### src/rtl/ccff_bitstream_loader.sv
`default_nettype none
// ============================================================================
//  Module   : ccff_bitstream_loader
//  Purpose  : Configuration-chain driver. Takes bitstream words over a
//             valid/ready port, shifts them LSB-first onto ccff_head for
//             exactly CHAIN_LEN enabled cycles, and returns the bits emerging
//             from ccff_tail as readback words over a second handshake.
//  Ports    : prog_clk/pReset  - clock, asynchronous active-low reset
//             start            - begins a load from IDLE or DONE
//             wr_data/valid/ready - bitstream word input (bit 0 first)
//             rb_data/valid/ready - readback word output (bit 0 first)
//             ccff_head/shift_en/tail - serial chain interface
//             busy / done      - load in progress / load finished
//  Revision : 1.0 - initial release
// ============================================================================
module ccff_bitstream_loader #(
  parameter int WORD_W    = 32,
  parameter int CHAIN_LEN = 42,
  parameter int CNT_W     = 16
) (
  input  logic              prog_clk,
  input  logic              pReset,
  input  logic              start,
  input  logic [WORD_W-1:0] wr_data,
  input  logic              wr_valid,
  output logic              wr_ready,
  output logic [WORD_W-1:0] rb_data,
  output logic              rb_valid,
  input  logic              rb_ready,
  output logic              ccff_head,
  output logic              ccff_shift_en,
  input  logic              ccff_tail,
  output logic              busy,
  output logic              done
);

  localparam int               IDX_W     = $clog2(WORD_W + 1);
  localparam logic [IDX_W-1:0] WORD_IDX  = IDX_W'(WORD_W);
  localparam logic [IDX_W-1:0] WORD_LAST = IDX_W'(WORD_W - 1);
  localparam logic [CNT_W-1:0] LEN_CNT   = CNT_W'(CHAIN_LEN);
  localparam logic [CNT_W-1:0] LEN_LAST  = CNT_W'(CHAIN_LEN - 1);

  typedef enum logic [2:0] {
    ST_IDLE  = 3'd0,
    ST_FETCH = 3'd1,
    ST_SHIFT = 3'd2,
    ST_DRAIN = 3'd3,
    ST_DONE  = 3'd4
  } state_e;

  state_e            state_q, state_d;
  logic [CNT_W-1:0]  bit_cnt_q, bit_cnt_d;   // completed shifts this load
  logic [IDX_W-1:0]  rb_idx_q, rb_idx_d;     // completed shifts into current rb word
  logic [IDX_W-1:0]  left_q, left_d;         // word bits not yet presented
  logic [WORD_W-1:0] sr_q, sr_d;             // remaining bitstream bits, LSB next
  logic [WORD_W-1:0] cap_q, cap_d;           // tail bits gathered so far
  logic              wr_ready_q, wr_ready_d;
  logic              rb_valid_q, rb_valid_d;
  logic [WORD_W-1:0] rb_data_q, rb_data_d;
  logic              head_q, head_d;
  logic              shift_en_q, shift_en_d;
  logic              busy_q, busy_d;
  logic              done_q, done_d;

  logic [CNT_W-1:0]  w_remain;
  logic [IDX_W-1:0]  w_word_bits;
  logic [WORD_W-1:0] w_capture;
  logic              w_last_chain_bit;
  logic              w_rb_word_done;

  assign w_remain    = LEN_CNT - bit_cnt_q;
  assign w_word_bits = (w_remain >= CNT_W'(WORD_W)) ? WORD_IDX : w_remain[IDX_W-1:0];
  // Tail bit lands at rb_idx; higher bits stay zero because cap is cleared per word.
  assign w_capture   = cap_q | (WORD_W'(ccff_tail) << rb_idx_q);
  assign w_last_chain_bit = (bit_cnt_q == LEN_LAST);
  // shift_en_q high means the chain shifts (and tail is sampled) at this edge.
  assign w_rb_word_done   = shift_en_q & ((rb_idx_q == WORD_LAST) | w_last_chain_bit);

  always_comb begin
    state_d    = state_q;
    bit_cnt_d  = bit_cnt_q;
    rb_idx_d   = rb_idx_q;
    left_d     = left_q;
    sr_d       = sr_q;
    cap_d      = cap_q;
    rb_valid_d = rb_valid_q;
    rb_data_d  = rb_data_q;
    head_d     = head_q;
    shift_en_d = 1'b0;

    // Readback side: release on handshake, load when a word completes.
    if (rb_valid_q && rb_ready) begin
      rb_valid_d = 1'b0;
    end
    if (shift_en_q) begin
      bit_cnt_d = bit_cnt_q + 1'b1;
      if (w_rb_word_done) begin
        rb_valid_d = 1'b1;
        rb_data_d  = w_capture;
        rb_idx_d   = '0;
        cap_d      = '0;
      end else begin
        rb_idx_d   = rb_idx_q + 1'b1;
        cap_d      = w_capture;
      end
    end

    case (state_q)
      ST_IDLE, ST_DONE: begin
        if (start) begin
          state_d   = ST_FETCH;
          bit_cnt_d = '0;
          rb_idx_d  = '0;
          cap_d     = '0;
        end
      end
      ST_FETCH: begin
        if (wr_valid && wr_ready_q) begin
          sr_d    = wr_data;
          left_d  = w_word_bits;
          state_d = ST_SHIFT;
        end
      end
      ST_SHIFT: begin
        if (left_q != '0) begin
          // Present a new bit only when no readback word will be pending in
          // the next cycle, so the capture register is never overrun.
          if (!rb_valid_d) begin
            head_d     = sr_q[0];
            sr_d       = sr_q >> 1;
            left_d     = left_q - 1'b1;
            shift_en_d = 1'b1;
          end
        end else if (shift_en_q) begin
          state_d = w_last_chain_bit ? ST_DRAIN : ST_FETCH;
        end
      end
      ST_DRAIN: begin
        if (rb_valid_q && rb_ready) begin
          state_d = ST_DONE;
        end
      end
      default: state_d = ST_IDLE;
    endcase

    wr_ready_d = (state_d == ST_FETCH);
    busy_d     = (state_d == ST_FETCH) || (state_d == ST_SHIFT) || (state_d == ST_DRAIN);
    done_d     = (state_d == ST_DONE);
  end

  always_ff @(posedge prog_clk or negedge pReset) begin
    if (!pReset) begin
      state_q    <= ST_IDLE;
      bit_cnt_q  <= '0;
      rb_idx_q   <= '0;
      left_q     <= '0;
      sr_q       <= '0;
      cap_q      <= '0;
      wr_ready_q <= 1'b0;
      rb_valid_q <= 1'b0;
      rb_data_q  <= '0;
      head_q     <= 1'b0;
      shift_en_q <= 1'b0;
      busy_q     <= 1'b0;
      done_q     <= 1'b0;
    end else begin
      state_q    <= state_d;
      bit_cnt_q  <= bit_cnt_d;
      rb_idx_q   <= rb_idx_d;
      left_q     <= left_d;
      sr_q       <= sr_d;
      cap_q      <= cap_d;
      wr_ready_q <= wr_ready_d;
      rb_valid_q <= rb_valid_d;
      rb_data_q  <= rb_data_d;
      head_q     <= head_d;
      shift_en_q <= shift_en_d;
      busy_q     <= busy_d;
      done_q     <= done_d;
    end
  end

  assign wr_ready      = wr_ready_q;
  assign rb_valid      = rb_valid_q;
  assign rb_data       = rb_data_q;
  assign ccff_head     = head_q;
  assign ccff_shift_en = shift_en_q;
  assign busy          = busy_q;
  assign done          = done_q;

endmodule
`default_nettype wire

### config.mk
export PLATFORM = sky130hd
export DESIGN_NAME = ccff_bitstream_loader
export DESIGN_NICKNAME = d
export VERILOG_FILES = /design/src/rtl/ccff_bitstream_loader.sv
export SDC_FILE = /design/constraint.sdc
export NUM_CORES = 1
export LEC_CHECK = 0
export ABC_AREA = 1
export ABC_CLOCK_PERIOD_IN_PS = 2000
export CAP_MARGIN = 15
export CORE_UTILIZATION = 49
export DETAILED_ROUTE_END_ITERATION = 8
export PLACE_DENSITY = 0.72
export SETUP_SLACK_MARGIN = 0.2
export SYNTH_ARGS = -nofsm -noshare
export SYNTH_HDL_FRONTEND = slang
export SYNTH_SLANG_ARGS = --single-unit
### constraint.sdc
create_clock -name prog_clk -period 2 [get_ports prog_clk]
set_input_delay 0.3 -clock prog_clk [delete_from_list [all_inputs] [get_ports prog_clk]]
set_output_delay 0.3 -clock prog_clk [all_outputs]
set_load 0.05 [all_outputs]
==> flow_summary_export.csv <==
group,metric,value,unit
run_status,outcome,"completed",
grt,grtUsageMet3,4.69,%
cells_and_area,drive_gt1_share,19.1,%
worst_setup_path,timing.rr.end,"left_q[1]$_DFFE_PN0P_",
timing,fin_skew,0.0102,ns
timing,timing.final.crit_period,1.90,ns
yosys,yosysSeqAreaShare,49.7,%
yosys,synth_warnings,0,
drt,wire_per_inst,14.8,um
drt,vias,6169,
drt,routed_via_density,5.31,
drt,drc,0,
worst_setup_path,crit_end,"left_q[1]$_DFFE_PN0P_",
grt,grt_util_met2,41.5,%
grt,grt_start_max_net_pins,82,
worst_setup_path,worstPathMaxFanout,7,
yosys,ys_types,35,
worst_setup_path,reg2reg_depth,11,
pwr,p_leak,0.00429,uW
cells_and_area,fillerInstances,1045,
place,dp_hpwl,9930,um
yosys,synth_top_family_by_area,"simple AND/OR/NAND/NOR gates",
pwr,power.density,1190,nW/um^2
worst_setup_path,start_kind,"register",
place,routabilityCongestion,0.864,
clocking,clk_path_buf_depth,2,
floorplanning,die_area,14100,sq um
clocking,cts-root-buf,"clkbuf_16",
cells_and_area,multi_input_area,3150,sq um
grt,grt_most_used_layer,"met2",
worst_setup_path,crit_arrival,2.26,ns
clocking,cts_buffers,17,
grt,track_usage,24.8,%
drt,drt_iter0_markers,496,
worst_setup_path,worstReg2RegStart,"bit_cnt_q[0]$_DFF_PN0_",
yosys,synth-simple-area-share,24.8,%
grt,grt_pass1_vias,5903,
yosys,synthXorXnorAreaFrac,1.18,%
cells_and_area,regArea,3340,sq um
yosys,synth-seq-cells,133,
place,numPortBuffers,75,
timing,relSlewSlack,65.0,%
yosys,synth_fa_ha_area_share,1.31,%
floorplanning,initial_core_util,50.3,%
pwr,power,11000,uW
hold_path,min_path_type,"in2async",
timing,slew_viol_final,0,
yosys,async_reset_ff_share,100,%
grt,grt_first_pass_wirelength,28000,um
yosys,yosys-top-cells-count,"nand2_1 (206), dfrtp_1 (133), nor2_1 (97)",
worst_setup_path,cp.required,2.35,ns
cells_and_area,area.growth.synth_to_final,37.5,%
grt,grt.overflow.total,0,
run,cap_viol_max_count,0,
drt,wl,17200,um
grt,antenna_found_initial,0,
yosys,synth_area,6690,sq um
yosys,yosysMostFrequentCell,"nand2_1",
place,pre_cts_ws,-0.191,ns
cells_and_area,final_util,69.2,%
drt,postRouteAntennaNets,0,
yosys,synth_edf_count,0,
timing,fmax,525,MHz
worst_setup_path,crit_start,"bit_cnt_q[0]$_DFF_PN0_",
yosys,netlist.area_leader.share,49.7,%
drt,firstDrtPassIters,5,
pwr,ir_worst_vdd,0.950,mV
timing,final-setup-viol-count,0,
clocking,numClockSinks,133,
yosys,avgSynthCellArea,7.99,sq um
yosys,netlist_instances,837,
yosys,ys_top_cells_by_area,"dfrtp_1 (50%), nand2_1 (12%), nor2_1 (5.4%)",
place,place_area,7880,sq um
worst_setup_path,crit_type,"reg2reg",
yosys,syn_nets,882,
worst_setup_path,worstSetupEndpointType,"register",
timing,fin_crit_sh,95.2,%
floorplanning,coreArea,13300,sq um
floorplanning,die_w,119,um
floorplanning,rows,42,
timing,finalHoldViolCount,0,
timing,tightest_slew,0.526,ns
cells_and_area,nets,1018,
yosys,yosysTopAreaCell,"dfrtp_1",
clocking,path_clk_slew,0.06,ns
yosys,synth-main-ff-cell,"dfrtp_1",
floorplanning,num_io_pins,76,
floorplanning,die_h,119,um
yosys,synth_compound_area_share,15.6,%
yosys,synth.area.mux_share,0,%
timing,setup_slack,0.0966,ns
cells_and_area,finalInstanceArea,9200,sq um
clocking,tritoncts,"built",
grt,global_route.usage.met1,32.3,%
place,dp_cells,1095,
timing,rsz0062_at_grt,"true",
clocking,clock_latency,0.43,ns
cells_and_area,finalNonFillerCells,1162,
worst_setup_path,rrSetupSlack,0.1,ns
cells_and_area,diodes,0,
clocking,htree_levels,4,
==> how the worst min path moves through the flow <==
stage            from                endpoint  slack (ns)  cells after the start
4_1_cts        pReset  rb_data[8]$_DFFE_PN0P_        0.42                      3
3_3_place_gp   pReset  rb_data[8]$_DFFE_PN0P_        0.33                      2
2_1_floorplan  pReset  bit_cnt_q[0]$_DFF_PN0_       0.004                      0
5_1_grt        pReset  rb_data[8]$_DFFE_PN0P_        0.46                      3
6_report       pReset  rb_data[8]$_DFFE_PN0P_        0.42                      3
3_5_place_dp   pReset  rb_data[8]$_DFFE_PN0P_        0.32                      2
==> critical path, cell delays in order, from the launching register on <==
cell and delay (ns):
dfrtp_2 0.46, buf_4 0.17, a21oi_4 0.13, nand2_2 0.09, nand2_4 0.12, buf_6 0.13
nand3_1 0.07, nor2_1 0.11, nand3_1 0.14, nor2_4 0.18, nand3_2 0.11, a21oi_2 0.13
==> per-layer routing <==
layer / vias up / part of all wire, %
li1: 3001 / -
met5: - / 0
met4: 0 / 2.0
met3: 29 / 4.6
met2: 186 / 50
met1: 2953 / 43
==> cell type report <==
type | instances | share of cell area, %
Timing Repair inverter | 3 | 0.517
Clock inverter | 12 | 2.41
Clock buffer | 20 | 4.96
Multi-Input combinational cell | 581 | 34.2
Inverter | 89 | 3.90
Timing Repair Buffer | 148 | 15.4
Sequential cell | 133 | 36.2
Tap cell | 176 | 2.39
==> cell families (layout without fill, tap and decap cells) <==
group                      count (synthesis)  in the layout
adders and majority gates                  7              7
xor gates and xnor gates                   9              9
AOI/OAI and AO/OA                        171            171
DFF                                      133            133
and+or+nand+nor                          393            394
buffers and inverters                    124            272
==> where the power goes <==
| group | internal (uW) | switching (uW) | total, uW |
|---|---|---|---|
| Sequential | 3210 | 258 | 3470 |
| Clock | 2410 | 1200 | 3610 |
| Combinational | 1490 | 2400 | 3890 |
| Total | 7100 | 3860 | 11000 |
==> state kept, by name (all words and copies together), names as in the netlist <==
name / count
sr_q: 32
wr_ready: 1
rb_data: 32
bit_cnt_q: 16
rb_idx_q: 6
busy: 1
done: 1
state_q: 3
left_q: 6
cap_q: 32
rb_valid: 1
ccff_head: 1
ccff_shift_en: 1
==> cell usage in the layout, fill, tap and decap left out, drive strengths merged <==
cell type | Yosys | routed
a21oi | 34 | 34
bufinv | 0 | 6
and2 | 1 | 1
clkinv | 2 | 6
dlygate4sd2 | 0 | 37
nand2 | 210 | 211
nor2 | 107 | 107
clkbuf | 22 | 23
nand3 | 44 | 44
buf | 13 | 71
clkdlybuf4s50 | 0 | 36
o21a | 4 | 4
ha | 7 | 7
nor3 | 22 | 22
o21ai | 73 | 73
nand4 | 8 | 8
o211ai | 31 | 31
or2 | 1 | 1
dfrtp | 133 | 133
dlygate4sd3 | 0 | 1
a211oi | 2 | 2
xor2 | 9 | 9
inv | 87 | 92
o21bai | 24 | 24
o31ai | 3 | 3
==> metrics by stage <==
stage               setup TNS, ns  hold WS (ns)
detailed placement          -5.88         0.320
finish                          0         0.421
CTS                             0         0.421
floorplan                       0       0.00441
global route              -0.0181         0.459
global placement            -3.24         0.325
==> what timing repair did <==
action,in CTS,in global routing
pin swaps,11,26
gates cloned,4,4
resized for setup,85,64
buffers inserted,11,15
hold endpoints to repair,133,0
endpoints found under the setup margin,84,112
hold buffers,1,0
No activity file was read; power rests on OpenSTA's default activity.
